File: src/rtl/muldiv_unit.sv
// Multi-cycle MIPS32 multiply/divide unit; writer side of HI/LO.
// Multiplies finish after MUL_LATENCY cycles, divides after 33 (32-step restoring).
module muldiv_unit #(
  parameter int MUL_LATENCY = 2
) (
  input  logic        clk,
  input  logic        rst,
  input  logic        start,
  input  logic [2:0]  op,
  input  logic [31:0] opa,
  input  logic [31:0] opb,
  input  logic        cancel,
  input  logic [63:0] hilo_rdata,
  output logic        busy,
  output logic        stall,
  output logic        hilo_wen,
  output logic [63:0] hilo_wdata
);

  typedef enum logic [1:0] {IDLE, MUL, DIV, DONE} state_t;

  state_t      state, state_nxt;
  logic [2:0]  op_q;
  logic [31:0] a_q, b_q;
  logic [63:0] acc_q;
  logic [4:0]  cnt;
  logic [31:0] rem_q, quo_q, dvs_q;

  logic        accept, is_div;
  logic [2:0]  src_op;
  logic [31:0] src_a, src_b;
  logic [63:0] src_acc, ext_a, ext_b, prod, mul_res;
  logic        a_sgn, b_sgn;
  logic [31:0] dvd_mag, dvs_mag;
  logic [32:0] shifted;
  logic        ge;
  logic [31:0] rem_nxt, quo_nxt, q_fin, r_fin;
  logic [63:0] div_res;

  assign accept = (state == IDLE || state == DONE) && start && !cancel;
  assign is_div = (op[2:1] == 2'b01);

  always_comb begin
    state_nxt = state;
    if (cancel)
      state_nxt = IDLE;
    else if (accept)
      state_nxt = is_div ? DIV : ((MUL_LATENCY == 1) ? DONE : MUL);
    else begin
      case (state)
        MUL:     if (cnt == 5'd0) state_nxt = DONE;
        DIV:     if (cnt == 5'd0) state_nxt = DONE;
        DONE:    state_nxt = IDLE;
        default: state_nxt = IDLE;
      endcase
    end
  end

  assign stall    = (state == MUL) || (state == DIV) || accept;
  assign hilo_wen = (state == DONE) && !cancel;

  // Live inputs feed the multiplier in the accept cycle so MUL_LATENCY=1 works.
  assign src_op  = accept ? op : op_q;
  assign src_a   = accept ? opa : a_q;
  assign src_b   = accept ? opb : b_q;
  assign src_acc = accept ? hilo_rdata : acc_q;
  assign ext_a   = {{32{!src_op[0] & src_a[31]}}, src_a};
  assign ext_b   = {{32{!src_op[0] & src_b[31]}}, src_b};
  assign prod    = ext_a * ext_b;

  always_comb begin
    mul_res = prod;
    if (src_op[2] && !src_op[1])     mul_res = src_acc + prod;
    else if (src_op[2] && src_op[1]) mul_res = src_acc - prod;
  end

  assign a_sgn   = !op[0] && opa[31];
  assign b_sgn   = !op[0] && opb[31];
  assign dvd_mag = a_sgn ? -opa : opa;
  assign dvs_mag = b_sgn ? -opb : opb;

  // One restoring step; a zero divisor just shifts the dividend into rem.
  assign shifted = {rem_q, quo_q[31]};
  assign ge      = shifted >= {1'b0, dvs_q};
  assign rem_nxt = ge ? (shifted[31:0] - dvs_q) : shifted[31:0];
  assign quo_nxt = {quo_q[30:0], ge};

  assign q_fin = (!op_q[0] && (a_q[31] ^ b_q[31])) ? -quo_nxt : quo_nxt;
  assign r_fin = (!op_q[0] && a_q[31]) ? -rem_nxt : rem_nxt;
  assign div_res = (b_q == 32'd0) ? {a_q, 32'hFFFF_FFFF} : {r_fin, q_fin};

  always_ff @(posedge clk) begin
    if (rst) begin
      state      <= IDLE;
      busy       <= 1'b0;
      hilo_wdata <= 64'd0;
      op_q       <= 3'd0;
      a_q        <= 32'd0;
      b_q        <= 32'd0;
      acc_q      <= 64'd0;
      cnt        <= 5'd0;
      rem_q      <= 32'd0;
      quo_q      <= 32'd0;
      dvs_q      <= 32'd0;
    end else begin
      state <= state_nxt;
      busy  <= (state_nxt != IDLE);
      if (accept) begin
        op_q  <= op;
        a_q   <= opa;
        b_q   <= opb;
        acc_q <= hilo_rdata;
        cnt   <= is_div ? 5'd31 : ((MUL_LATENCY > 1) ? 5'(MUL_LATENCY - 2) : 5'd0);
        rem_q <= 32'd0;
        quo_q <= dvd_mag;
        dvs_q <= dvs_mag;
      end else if (state == MUL || state == DIV) begin
        cnt <= cnt - 5'd1;
        if (state == DIV) begin
          rem_q <= rem_nxt;
          quo_q <= quo_nxt;
        end
      end
      if (state_nxt == DONE)
        hilo_wdata <= (state == DIV) ? div_res : mul_res;
    end
  end

endmodule

File: config.mk
export PLATFORM = sky130hd
export DESIGN_NAME = muldiv_unit
export DESIGN_NICKNAME = d
export VERILOG_FILES = /design/src/rtl/muldiv_unit.sv
export SDC_FILE = /design/constraint.sdc
export NUM_CORES = 2
export LEC_CHECK = 0
export BUFFER_PORTS_ARGS = -buffer_cell sky130_fd_sc_hd__buf_2
export CAP_MARGIN = 20
export CORE_AREA = 2 2 358 360
export DETAILED_ROUTE_END_ITERATION = 6
export DIE_AREA = 0 0 360 362
export MAX_ROUTING_LAYER = met4
export PLACE_DENSITY = 0.66
export SLEW_MARGIN = 20
export SYNTH_ARGS = -nofsm -noshare
export SYNTH_HDL_FRONTEND = slang
export SYNTH_SLANG_ARGS = --single-unit
File: constraint.sdc
create_clock -name clk -period 35.5 [get_ports clk]
set_input_delay 7.1 -clock clk [delete_from_list [all_inputs] [get_ports clk]]
set_output_delay 7.1 -clock clk [all_outputs]
set_load 0.005 [all_outputs]
Word level (Yosys, flattened, before mapping). Cells that the tools add are included.

Register bits: 299. Input bits: 135. Output and inout port bits: 67.

$add $sub $neg: 8. $mul: 1. Magnitude comparators: 1. Equal/unequal tests: 5. Muxes and demuxes: 24. Bitwise gates (word level): 3. Reduce and logical (&&, ||, !) cells: 27.

Operators by type and width (count): 32-bit two-way mux (10); 64-bit two-way mux (5); 32-bit negation (4); 64-bit adder (1); 33-bit by 33-bit multiplier with 64-bit output (1); 64-bit subtractor (1); 33-bit by 32-bit greater-or-equal comparator with 1-bit output (1); 32-bit zero test (1); 32-bit subtractor (1); 5-bit two-way mux (3); 2-bit two-way mux (5); 1-bit logical AND (9); 2-bit equality test (second input constant) (3); 2-bit nonzero test (3); 1-bit zero test (5); 5-bit zero test (1); 5-bit by 1-bit subtractor with 5-bit output (second input constant) (1); 2-bit by 1-bit equality test with 1-bit output (second input constant) (2); 2-bit AND reduction (2); 2-bit OR reduction (2); 1-bit logical OR (3); 3-bit two-way mux (1); 1-bit bitwise AND (2); 2-bit zero test (1); 1-bit XOR (1).

Longest topological paths before layout.
Word-level depth: 12. Depth in mapped cells: 53.

Least setup slack after synthesis. OpenSTA, ideal clock, no wires.

Path kind: input to register. Start point: in cancel. End point: reg hilo_wdata[61]. Data arrival time: 18432 ps. Data required time: 35380 ps. Path slack: 16948 ps. Cell stages on the path: 46. Cell sequence: clkbuf_1 or2_2 clkbuf_1 clkbuf_1 clkbuf_1 buf_1 mux2i_1 nor2_1 fa_1 inv_1 fa_1 inv_1 fa_1 inv_1 fa_1 inv_1 fa_1 fa_1 (+10 left out) o21ai_0 a21boi_1 o21ai_0 a211oi_1 inv_1 ha_1 clkbuf_1 nor4_1 nand2_1 or4_1 nor3_1 o31ai_1 a41oi_2 o31ai_1 a2111o_1 nand2_1 mux2i_1 o31a_1.

Cells in the longest elaborated chain, start to end: 10. Elaborated cells on any way between the ends: 21. Those cells by class: add/sub (2); mul (1); eq/ne (1); mux (9); bitwise (2); reduce/logical (6).

Ends and longest elaborated chain: start: declaration (RTL line 12) `input logic cancel,`; 1-bit zero test (RTL line 40) `assign accept = (state == IDLE || state == DONE) && start && !cancel;`; 1-bit logical AND (RTL line 40); 3-bit two-way mux; 1-bit zero test (RTL line 67, 68); 1-bit bitwise AND, on equally long branches (RTL line 67, 68); 33-bit by 33-bit multiplier with 64-bit output (RTL line 69) `assign prod = ext_a * ext_b;`; 64-bit subtractor (RTL line 74) `else if (src_op[2] && src_op[1]) mul_res = src_acc - prod;`; 64-bit two-way mux (RTL line 74); 64-bit two-way mux (RTL line 73) `if (src_op[2] && !src_op[1]) mul_res = src_acc + prod;`; 64-bit two-way mux (RTL line 125) `hilo_wdata <= (state == DIV) ? div_res : mul_res;`; end signal: assignment (RTL line 125); end: declaration (RTL line 17) `output logic [63:0] hilo_wdata`.

Parallel ways exist; a longest one is shown, timed or not. A chain may end at the register's enable or synchronous reset.

Worst setup path after layout.
Start point: in start. End point: reg hilo_wdata[63].

Cells in the longest elaborated chain, start to end: 10. Elaborated cells on any way between the ends: 21. Those cells by class: add/sub (2); mul (1); eq/ne (1); mux (9); bitwise (2); reduce/logical (6).

Ends and longest elaborated chain: start: declaration (RTL line 8) `input logic start,`; 1-bit logical AND (*) (2 in series) (RTL line 40); 3-bit two-way mux; 1-bit zero test (RTL line 67, 68); 1-bit bitwise AND, on equally long branches (RTL line 67, 68); 33-bit by 33-bit multiplier with 64-bit output (RTL line 69); 64-bit subtractor (RTL line 74); 64-bit two-way mux (RTL line 74); 64-bit two-way mux (RTL line 73); 64-bit two-way mux (RTL line 125).

Mark *: on every way between the ends. The rest lies on a longest branch, timed or not.

==> key figures <==
Yosys
  – Sequential cell area fraction in the yosys report: about a tenth
  – Syn Area/Cell: 8.01 um2
  – Synth area leader: fa_1
  – Dominant cells by area after synthesis: fa_1 (36%), dfxtp_1 (9.5%), nand2_1 (8.0%), inv_1 (7.8%), ha_1 (7.6%)
  – Netlist Area Pre-Place: 0.0628 mm2
  – Synthesized instance count: about 7,800
  – Unique masters post-synth: 110
  – Number of enable flip-flop cells after synthesis: 0
  – Share of the synthesized area in the top cell type: 35.9%
  – Number of synthesis warnings: 0
  – Post-synthesis net count: about 9,500
  – Most frequent cell after synthesis: nand2_1
  – #FFs+latches synth: 299
  – Most frequent cells after synthesis: nand2_1 (1,341), inv_1 (1,300), fa_1 (1,128)
  – Post-synth ARST share: 0%
  – Top FF cell, synth: dfxtp_1

Timing
  – Final Max Tran Viols: 0
  – RSZ-0062 raised after global routing: false
  – Final Hold Fails: 0
  – Final critical-path share of the clock period: 64.0%
  – Clock skew: about 0.086 ns
  – Final setup fails: 0
  – TNS Setup: 0 ns
  – Actual slew at the worst max-slew pin: 1.14 ns
  – Rel. slew slack: 23.3%
  – Crit path time final: between 20 and 25 ns
  – F_max: 0.0440 GHz

Clock network
  – Hold_buf cts: 0
  – Setup Buffers After CTS: 0
  – Worst-skew pair later-pin latency: 0.66 ns
  – CTS tree: built
  – PostCTS Resize Cnt: 0
  – Root buffer cell: clkbuf_16
  – H-tree Lvls: 2
  – Number of CTS-inserted buffers: 42
  – Clk sinks: 299
  – Reg clk slew, reported paths: 0.06 ns
  – Clk buf depth: 3

Min path
  – Hold Path Depth: 2
  – Hold Crit Class: reg2reg
  – Hold_sp: hilo_wdata[21]$_SDFFE_PP0N_
  – Hold endpoint: hilo_wdata[21]$_SDFFE_PP0N_

Setup path
  – CP Max Fanout: 48
  – Max incr delay on CP: 0.89 ns
  – Reg2reg start: state[0]$_SDFF_PP0_
  – FF-to-FF End: hilo_wdata[63]$_SDFFE_PP0N_
  – R2R setup slack: between 15 and 20 ns
  – WP data arrival: 23.30 ns
  – Worst Reg-to-Reg Cells: 44
  – Critical-path top delay cell: o311ai_0
  – Worst setup EP type: flip-flop
  – Startpoint types: primary input
  – Most used cell, CP: fa_1
  – WS Path Type: in2reg
  – Critical Path RT: 36.08 ns

Global routing
  – Vias in the first global route: 56,200
  – Overflow after GRT: 0
  – Layer with the highest usage: met2
  – Met1 usage: 48.9%
  – GR Util All Layers: ~39%
  – Initial antenna violation count: 18
  – Met3 Use GR: 7.61%
  – Pin count of the biggest net entering global routing: 167
  – Global-route wire length before repair: 365,000 um
  – GR Util met2: 58.7%

Layout
  – Fill count: 12,300
  – Nets: 9,461
  – Fin util: a little over half
  – Area Growth Syn to Fin: 6.63%
  – Layout cell share with drive strength beyond 1: 6.65%

Pwr
  – Clk pwr share: about 7.3%
  – P_sw: 3.69 mW
  – Combinational power share: between 80 and 90%
  – Sw Share: 62.4%
  – Peak supply drop: 79.7 uV
  – Flop pwr share: 6.2%
  – Int Power: 2.22 mW
  – Leak pwr: 31.1 nW
  – Power per Cell Area: 88.2 mW/mm2

Detailed routing
  – Total routed wirelength: approximately 250,000 um
  – Via count: 57,000
  – DRT iter0 DRCs: 6,525
  – DR vias/cell: 5.98
  – Routed wire per std cell: 25.8 um
  – DRT Pass-1 Iters: 7
  – DRC: 2
  – Post-route ant nets: 0

Die
  – Site Rows: 131
  – Die footprint: between 0.1 and 0.15 mm2
  – I/O pin cnt: a little over 200
  – Die H: between 300 and 400 um
  – Die X: 360 um
  – CORE AREA: about 0.13 mm2
  – Initial core utilization: 49.6%

Outcome
  – Status: finished, violations left
  – Failing checks: design-rule violations

Placement
  – Dpl hpwl: 196,000 um
  – IO buf count: 201
  – GPL Wtd Cong: 1.02

Job
  – Max_cap viols: 0
-- sequential cells by signal, indices dropped and copies added, names as in the netlist --
| name | cells |
|---|---|
| a_q | 32 |
| state | 2 |
| rem_q | 32 |
| hilo_wdata | 64 |
| quo_q | 32 |
| dvs_q | 32 |
| cnt | 5 |
| op_q | 3 |
| b_q | 32 |
| acc_q | 64 |
| busy | 1 |
-- routing by layer --
layer	share of wire, %	wire length [um]
met4	6.3	15500
met5	0	0
met1	39	95700
met3	9.9	24200
met2	45	110000
-- power by group through the flow --
stage                     combinational, mW  clock, mW  sequential, mW
final                                  5.11      0.431           0.366
after global routing                   5.47      0.448           0.367
after CTS                              5.00      0.437           0.365
after detailed placement               4.96          0           0.373
after global placement                 4.97          0           0.372
after floorplan                        3.29          0           0.367
-- per-stage QoR --
stage               setup WS (ns)  std cells  area, um2  power (mW)  hold slack, ns
global placement            12.22       9432      65500        5.34           0.440
detailed placement          12.49       9434      65600        5.34           0.441
finish                      12.78       9527      67000        5.91           0.452
CTS                         13.13       9510      66900        5.80           0.454
floorplan                   16.95       7848      62800        3.66           0.435
global route                12.43       9524      67000        6.29           0.472
-- area by class of cell --
| type | instances | area, um2 | area share, % |
|---|---|---|---|
| clock buffer | 56 | 1150 | 1.72 |
| antenna | 17 | 42.5 | 0.0635 |
| tap | 1662 | 2080 | 3.10 |
| timing repair buffer | 343 | 2130 | 3.18 |
| sequential | 299 | 5990 | 8.93 |
| clock inverter | 20 | 210 | 0.314 |
| inverter | 1304 | 4900 | 7.31 |
| multi-input combinational | 5826 | 50500 | 75.4 |
-- worst max-delay path by stage --
stage / from / endpoint / cells past startpoint
3_5_place_dp: start / hilo_wdata[63]$_SDFFE_PP0N_ / 43
3_3_place_gp: start / hilo_wdata[63]$_SDFFE_PP0N_ / 43
6_report: start / hilo_wdata[63]$_SDFFE_PP0N_ / 43
5_1_grt: start / hilo_wdata[63]$_SDFFE_PP0N_ / 43
4_1_cts: start / hilo_wdata[63]$_SDFFE_PP0N_ / 43
2_1_floorplan: cancel / hilo_wdata[61]$_SDFFE_PP0N_ / 46
-- layout by cell type, fill, tap and decap left out, types with 28 or more instances in the layout --
cell and instances:
o211ai_1 36, buf_4 138, ha_1 381, o21a_1 28, a31oi_1 44, and3_1 32, a211oi_1 92, a21o_1 76
xor2_1 84, nor4_1 49, buf_2 200, nor2_1 869, nor3_1 85, nand3_1 55, dfxtp_1 299, nor2b_1 32
xnor2_1 180, nand2_1 1332, clkbuf_16 42, o31ai_1 45, or3_1 34, mux2i_1 72, a21oi_1 410, o21ai_0 180
fa_1 1128, nand4_1 36, inv_1 1300, a311oi_1 44, o21bai_1 46, nand2b_1 36
-- kinds of logic after synthesis --
| logic type | share of synthesized area (%) |
|---|---|
| adder cells (fa/ha/maj) | 43.5 |
| flip-flops | 9.53 |
| AO/OA/AOI/OAI | 13.3 |
| multiplexers | 1.64 |
| buffers and inverters | 10.4 |
| XOR/XNOR | 3.68 |
| AND/OR/NAND/NOR | 17.9 |
-- worst max-delay path: cells and delay by family --
kind / cells / cell delay [ns]
AND/OR/NAND/NOR: 10 / 2.77
AO/OA/AOI/OAI: 13 / 5.43
buffers and inverters: 8 / 1.97
XOR/XNOR: 2 / 0.89
adder cells (fa/ha/maj): 10 / 5.01
Note: power is estimated with default switching activity, not from simulation.
